===== src/rtl/seq_mult_radix_if.sv =====
// Operand/result handshake bundle for seq_mult_radix: valid/ready on the input and output sides.
interface seq_mult_radix_if #(
    parameter int W = 32
);
    logic           in_valid;
    logic           in_ready;
    logic           is_signed;
    logic [W-1:0]   a;
    logic [W-1:0]   b;
    logic           out_valid;
    logic           out_ready;
    logic [2*W-1:0] product;
    logic           busy;

    modport master (
        output in_valid, is_signed, a, b, out_ready,
        input  in_ready, out_valid, product, busy
    );

    modport slave (
        input  in_valid, is_signed, a, b, out_ready,
        output in_ready, out_valid, product, busy
    );
endinterface


===== src/rtl/seq_mult_radix.sv =====
// Iterative sign/magnitude multiplier retiring R multiplier bits per clock, valid/ready on both sides.
// Optional early termination on an exhausted multiplier: define SEQ_MULT_EARLY_TERM_EN.
module seq_mult_radix #(
    parameter int W = 32,
    parameter int R = 2
) (
    input  logic           clk,
    input  logic           rst,
    seq_mult_radix_if.slave bus
);
    localparam int N  = W / R;
    localparam int CW = $clog2(N + 1);
    localparam int SW = $clog2(2 * W);

    typedef enum logic [1:0] {IDLE, RUN, DONE} state_t;

    state_t          r_state;
    state_t          w_state_next;
    logic [W-1:0]    r_a_mag;
    logic [W-1:0]    r_b_mag;
    logic            r_neg;
    logic [2*W-1:0]  r_acc;
    logic [2*W-1:0]  r_product;
    logic [CW-1:0]   r_count;

    logic            w_in_ready;
    logic            w_accept;
    logic            w_last;
    logic [W-1:0]    w_a_mag;
    logic [W-1:0]    w_b_mag;
    logic            w_neg;
    logic [W+R-1:0]  w_pp;
    logic [SW-1:0]   w_shamt;
    logic [2*W-1:0]  w_pp_sh;
    logic [2*W-1:0]  w_acc_next;
    logic [2*W-1:0]  w_result;
    logic [W-1:0]    w_b_shift;

    // Magnitudes fit in W unsigned bits, including the most negative operand.
    assign w_a_mag = (bus.is_signed && bus.a[W-1]) ? -bus.a : bus.a;
    assign w_b_mag = (bus.is_signed && bus.b[W-1]) ? -bus.b : bus.b;
    assign w_neg   = bus.is_signed && (bus.a[W-1] ^ bus.b[W-1]);

    assign w_pp       = (W+R)'(r_a_mag) * (W+R)'(r_b_mag[R-1:0]);
    assign w_shamt    = SW'(r_count) * SW'(R);
    assign w_pp_sh    = (2*W)'(w_pp) << w_shamt;
    assign w_acc_next = r_acc + w_pp_sh;
    assign w_result   = r_neg ? -w_acc_next : w_acc_next;
    assign w_b_shift  = r_b_mag >> R;

`ifdef SEQ_MULT_EARLY_TERM_EN
    assign w_last = (r_count == CW'(N - 1)) || (w_b_shift == '0);
`else
    assign w_last = (r_count == CW'(N - 1));
`endif

    assign w_in_ready    = (r_state == IDLE) && !rst;
    assign bus.in_ready  = w_in_ready;
    assign bus.out_valid = (r_state == DONE);
    assign bus.busy      = (r_state != IDLE);
    assign bus.product   = r_product;

    always_ff @(posedge clk or posedge rst) begin
        if (rst) begin
            r_state <= IDLE;
        end else begin
            r_state <= w_state_next;
        end
    end

    always_comb begin
        w_state_next = r_state;
        w_accept     = 1'b0;
        case (r_state)
            IDLE: begin
                if (bus.in_valid && w_in_ready) begin
                    w_accept     = 1'b1;
                    w_state_next = RUN;
                end
            end
            RUN: begin
                if (w_last) begin
                    w_state_next = DONE;
                end
            end
            DONE: begin
                if (bus.out_ready) begin
                    w_state_next = IDLE;
                end
            end
            default: w_state_next = IDLE;
        endcase
    end

    always_ff @(posedge clk or posedge rst) begin
        if (rst) begin
            r_a_mag   <= '0;
            r_b_mag   <= '0;
            r_neg     <= 1'b0;
            r_acc     <= '0;
            r_count   <= '0;
            r_product <= '0;
        end else if (w_accept) begin
            r_a_mag <= w_a_mag;
            r_b_mag <= w_b_mag;
            r_neg   <= w_neg;
            r_acc   <= '0;
            r_count <= '0;
        end else if (r_state == RUN) begin
            r_acc   <= w_acc_next;
            r_b_mag <= w_b_shift;
            r_count <= r_count + CW'(1);
            if (w_last) begin
                r_product <= w_result;
            end
        end
    end
endmodule


===== src/flat_wrapper.sv =====
// flat-port wrapper written by rule: the top's interface ports become plain ports
module seq_mult_radix_flat 
#(
    parameter int W = 32,
    parameter int R = 2
)
  (clk, rst, bus_in_valid, bus_is_signed, bus_a, bus_b, bus_out_ready, bus_in_ready, bus_out_valid, bus_product, bus_busy);
  seq_mult_radix_if #(.W(W)) bus_i ();
  input  logic clk;
  input  logic rst;
  input wire logic [$bits(bus_i.in_valid)-1:0] bus_in_valid;
  input wire logic [$bits(bus_i.is_signed)-1:0] bus_is_signed;
  input wire logic [$bits(bus_i.a)-1:0] bus_a;
  input wire logic [$bits(bus_i.b)-1:0] bus_b;
  input wire logic [$bits(bus_i.out_ready)-1:0] bus_out_ready;
  output wire logic [$bits(bus_i.in_ready)-1:0] bus_in_ready;
  output wire logic [$bits(bus_i.out_valid)-1:0] bus_out_valid;
  output wire logic [$bits(bus_i.product)-1:0] bus_product;
  output wire logic [$bits(bus_i.busy)-1:0] bus_busy;
  assign bus_i.in_valid = bus_in_valid;
  assign bus_i.is_signed = bus_is_signed;
  assign bus_i.a = bus_a;
  assign bus_i.b = bus_b;
  assign bus_i.out_ready = bus_out_ready;
  assign bus_in_ready = bus_i.in_ready;
  assign bus_out_valid = bus_i.out_valid;
  assign bus_product = bus_i.product;
  assign bus_busy = bus_i.busy;
  seq_mult_radix #(.W(W), .R(R)) u_core (.clk(clk), .rst(rst), .bus(bus_i));
endmodule

===== config.mk =====
export PLATFORM = sky130hd
export DESIGN_NAME = seq_mult_radix_flat
export DESIGN_NICKNAME = d
export VERILOG_FILES = /design/src/rtl/seq_mult_radix_if.sv /design/src/rtl/seq_mult_radix.sv /design/src/flat_wrapper.sv
export SDC_FILE = /design/constraint.sdc
export NUM_CORES = 1
export LEC_CHECK = 0
export BUFFER_PORTS_ARGS = -buffer_cell sky130_fd_sc_hd__buf_2
export CORE_UTILIZATION = 30
export DETAILED_ROUTE_END_ITERATION = 7
export GPL_TIMING_DRIVEN = 0
export HOLD_SLACK_MARGIN = 0.15
export PLACE_DENSITY = 0.56
export SYNTH_ARGS = -nofsm -noshare
export SYNTH_HDL_FRONTEND = slang
export SYNTH_SLANG_ARGS = --single-unit
export TNS_END_PERCENT = 100

===== constraint.sdc =====
create_clock -name clk -period 9.72 [get_ports clk]
set_input_delay 2.43 -clock clk [delete_from_list [all_inputs] [get_ports clk]]
set_output_delay 2.43 -clock clk [all_outputs]
set_load 0.03 [all_outputs]

==> impl_metrics.sql <==
INSERT INTO impl_metrics (metric_group, metric, value, unit) VALUES
('status', 'outcome', 'finished, final reports clean', ''),
('yosys', 'ys_warn_count', '0', ''),
('setup_path', 'crit_path_top_delay_cell', 'sky130_fd_sc_hd__a311oi_1', ''),
('die', 'io-pin-count', '136', ''),
('global_route', 'grt_first_pass_wirelength', '111000', 'um'),
('die', 'die-height', '256', 'um'),
('yosys', 'synth_async_sr_flop_share', '100', '%'),
('cts', 'cts_inserted_buffers', '17', ''),
('sta', 'skew_final', '16.1', 'ps'),
('yosys', 'synth_edf_count', '0', ''),
('die', 'rows', '92', ''),
('global_route', 'globalRoute.totalOverflow', '0', ''),
('setup_path', 'critical_path_arrival', '9780', 'ps'),
('route', 'route.vias.total', '19366', ''),
('setup_path', 'crit_path_start_kind', 'register', ''),
('yosys', 'synth_largest_area_cell', 'sky130_fd_sc_hd__dfrtp_1', ''),
('yosys', 'yosys-mux-area-fraction', '3.74', '%'),
('setup_path', 'crit_path_max_fanout', '10', ''),
('die', 'die_w', '256', 'um'),
('cts', 'tritoncts', 'yes', ''),
('cts', 'cts.reportedPaths.clkPinSlew', '80', 'ps'),
('yosys', 'synth_largest_type_area_fraction', '25.9', '%'),
('yosys', 'synth_top_family_by_area', 'compound AO/OA/AOI/OAI gates', ''),
('sta', 'timing.final.crit_period', '9330', 'ps'),
('sta', 'final-setup-viol-count', '0', ''),
('route', 'first_pass_iters', '5', ''),
('yosys', 'synth-seq-cells', '200', ''),
('placement', 'place.detailed.hpwl', '57100', 'um'),
('yosys', 'synth.distinct_cells', '107', ''),
('yosys', 'synth_sequential_area_ratio', '25.9', '%'),
('cts', 'cts-root-buf', 'sky130_fd_sc_hd__clkbuf_16', ''),
('cts', 'htree_levels', '4', ''),
('yosys', 'syn_area', '0.0193', 'sq mm'),
('yosys', 'synth_area_per_cell', '7.71', 'sq um'),
('placement', 'port-buffer-count', '135', ''),
('final_layout', 'layout-drive-gt1-share', '10.4', '%'),
('global_route', 'number_of_antenna_violations_at_the_first_check_in_global_routing', '5', ''),
('cts', 'cts_num_sinks', '200', ''),
('final_layout', 'multi_input_gate_area_in_the_final_layout', '0.0136', 'sq mm'),
('global_route', 'pin_count_of_the_biggest_net_entering_global_routing', '102', ''),
('route', 'final_antenna_net_count', '0', ''),
('die', 'die-area', '0.0654', 'sq mm'),
('sta', 'post-route-period-util', '96.0', '%'),
('sta', 'timing.final.max_slew_violations', '0', ''),
('die', 'coreArea', '0.0633', 'sq mm'),
('setup_path', 'worst-setup-path-type', 'register to register', ''),
('global_route', 'first_global_vias', '18559', ''),
('placement', 'gp_congestion', '1.01', ''),
('sta', 'timing.final.hold_violations', '0', ''),
('route', 'wl_per_cell', '20.3', 'um'),
('placement', 'place_ws', '-515', 'ps'),
('global_route', 'grt_usage', '21.6', '%'),
('route', 'routed_wirelength', '71700', 'um'),
('setup_path', 'cp_slowest_stage_delay', '760', 'ps'),
('die', 'start_util', '30.5', '%'),
('sta', 'max_clock_freq', '107', 'MHz'),
('route', 'vias_per_cell', '5.50', ''),
('setup_path', 'critPathRequiredTime', '10170', 'ps'),
('yosys', 'synth_simple_gate_area_share', '23.5', '%'),
('final_layout', 'syn2layout_area_growth', '12.5', '%'),
('cts', 'worst_skew_pair.late_latency', '510', 'ps'),
('sta', 'max-slew-margin-rel', '30.2', '%'),
('final_layout', 'design.final.nets', '2833', ''),
('yosys', 'synth-adder-area-share', '6.62', '%'),
('min_path', 'min_path_type', 'register to register', ''),
('sta', 'postLayoutSetupSlackWorst', '393', 'ps'),
('sta', 'tightest_slew', '1050', 'ps'),
('yosys', 'netlist_top_cells_area', 'sky130_fd_sc_hd__dfrtp_1, sky130_fd_sc_hd__o21ai_0, sky130_fd_sc_hd__nand2_1', ''),
('yosys', 'synth_nets', '2677', ''),
('route', 'drtIter0Drc', '1403', ''),
('cts', 'holdBufCountCts', '0', ''),
('final_layout', 'fillers', '6903', ''),
('yosys', 'synth_compound_area_share', '26.8', '%'),
('setup_path', 'critical_path.endpoint_type', 'register', ''),
('yosys', 'synth_top_flop_cell', 'sky130_fd_sc_hd__dfrtp_1', ''),
('cts', 'clk_path_buf_depth', '2', ''),
('yosys', 'netlist_instances', '2507', ''),
('final_layout', 'ff_latch_area', '0.00500', 'sq mm'),
('route', 'remaining_drc_errors', '0', ''),
('yosys', 'synth_xor_area_share', '9.19', '%'),
('flow_run', 'maxCapViolCount', '0', '');
## flip-flops by register name (all words and copies together) (netlist names)
register,count
u_core.r_b_mag,32
u_core.bus.product,64
u_core.r_state,2
u_core.r_neg,1
u_core.r_a_mag,32
u_core.r_acc,64
u_core.r_count,5
## routing by layer
layer,GRT usage (%),routed length [um],vias to the layer above
met3,2.87,3600,96
met5,0,40,-
met1,29.2,33300,9270
met2,34.7,32300,575
met4,8.47,2380,6
li1,-,-,9419
## through the flow
stage                     TNS [ps]  area, sq um  hold WS, ps  instances  utilization, %
after global placement     -206070        21100          460       3488            33.3
after CTS                        0        21700          482       3521            34.2
after detailed placement     -1200        21100          465       3489            33.3
final                            0        21700          474       3523            34.3
after global routing         -11.7        21700          500       3523            34.3
after floorplan                  0        19300          455       2507               -
## cells in the mapped netlist, types with 12 or more instances
cell type                  count
sky130_fd_sc_hd__or3_1        14
sky130_fd_sc_hd__mux2_2       13
sky130_fd_sc_hd__xor2_1       87
sky130_fd_sc_hd__o31ai_1      25
sky130_fd_sc_hd__clkbuf_1    124
sky130_fd_sc_hd__a21o_1       55
sky130_fd_sc_hd__o21a_1       12
sky130_fd_sc_hd__nor2_1      177
sky130_fd_sc_hd__a22o_1       19
sky130_fd_sc_hd__and2_1       80
sky130_fd_sc_hd__o211ai_1     13
sky130_fd_sc_hd__mux2i_1      35
sky130_fd_sc_hd__buf_1        15
sky130_fd_sc_hd__dfrtp_1     200
sky130_fd_sc_hd__o21ai_0     299
sky130_fd_sc_hd__nor2b_1      13
sky130_fd_sc_hd__o22ai_1      13
sky130_fd_sc_hd__inv_1        45
sky130_fd_sc_hd__ha_1         99
sky130_fd_sc_hd__nand2_1     334
sky130_fd_sc_hd__a22oi_1      36
sky130_fd_sc_hd__nand3_1      81
sky130_fd_sc_hd__nand2b_1     21
sky130_fd_sc_hd__nor4_1       16
sky130_fd_sc_hd__and3_1       22
sky130_fd_sc_hd__a21oi_1     182
sky130_fd_sc_hd__nand4_1      50
sky130_fd_sc_hd__nor3_1       53
sky130_fd_sc_hd__xnor2_1     112
sky130_fd_sc_hd__o21bai_1     16
sky130_fd_sc_hd__a31oi_1      23
## cell families after synthesis
family	count (synthesis)
flip-flops	200
XOR/XNOR	201
adder cells (fa/ha/maj)	101
AO/OA/AOI/OAI	819
buffers and inverters	202
AND/OR/NAND/NOR	926
multiplexers	58
## cells in the final DEF, fill, tap and decap left out, drive strengths merged, types with 48 or more instances in the layout
cell type	synthesis	routed
inv	45	48
dfrtp	200	200
buf	26	164
o21ai	308	308
nor3	53	53
nand2	335	335
a21oi	184	184
a21o	58	58
nand3	82	82
and2	81	81
nor2	177	177
ha	99	99
xnor2	114	114
nand4	51	51
xor2	87	87
clkbuf	126	144
## worst paths after layout
path / startpoint / end / slack [ps] / cells after the start
setup / recovery: u_core.r_b_mag[0]$_DFFE_PP0P_ / u_core.bus.product[63]$_DFFE_PP0P_ / 390 / 31
hold / removal: u_core.bus.product[40]$_DFFE_PP0P_ / u_core.bus.product[40]$_DFFE_PP0P_ / 470 / 2
setup reg to reg: u_core.r_b_mag[0]$_DFFE_PP0P_ / u_core.bus.product[63]$_DFFE_PP0P_ / 390 / 31
hold reg to reg: u_core.bus.product[40]$_DFFE_PP0P_ / u_core.bus.product[40]$_DFFE_PP0P_ / 470 / 2
max in group asynchronous: rst / u_core.r_acc[38]$_DFFE_PP0P_ / 6600 / 3
min in group asynchronous: rst / u_core.r_a_mag[27]$_DFFE_PP0P_ / 2040 / 2
## what timing repair did
action	CTS	global route
resized for setup	2	18
setup buffers	0	2
pin swaps	0	1
endpoints found under the setup margin	4	26
hold endpoints to repair	0	0
## cell type report
| type | instances | share of cell area [%] |
|---|---|---|
| clock inverter | 13 | 0.460 |
| clock buffer | 19 | 2.04 |
| buffer | 153 | 2.99 |
| tap | 846 | 4.87 |
| sequential | 200 | 23.0 |
| inverter | 48 | 0.863 |
| timing repair buffer | 138 | 3.30 |
| antenna | 1 | 0.0115 |
| multi-input combinational | 2105 | 62.4 |
## critical path: cells and delay by family, from the launching register on
| kind | cells | cell delay (ps) |
|---|---|---|
| flip-flops | 1 | 610 |
| XOR/XNOR | 2 | 860 |
| AND/OR/NAND/NOR | 10 | 2500 |
| multiplexers | 3 | 800 |
| buffers and inverters | 4 | 910 |
| AO/OA/AOI/OAI | 10 | 2980 |
| adder cells (fa/ha/maj) | 2 | 590 |
Power is not shown: default switching activity piles up to over one toggle a cycle in this logic, so the estimate is an artifact.
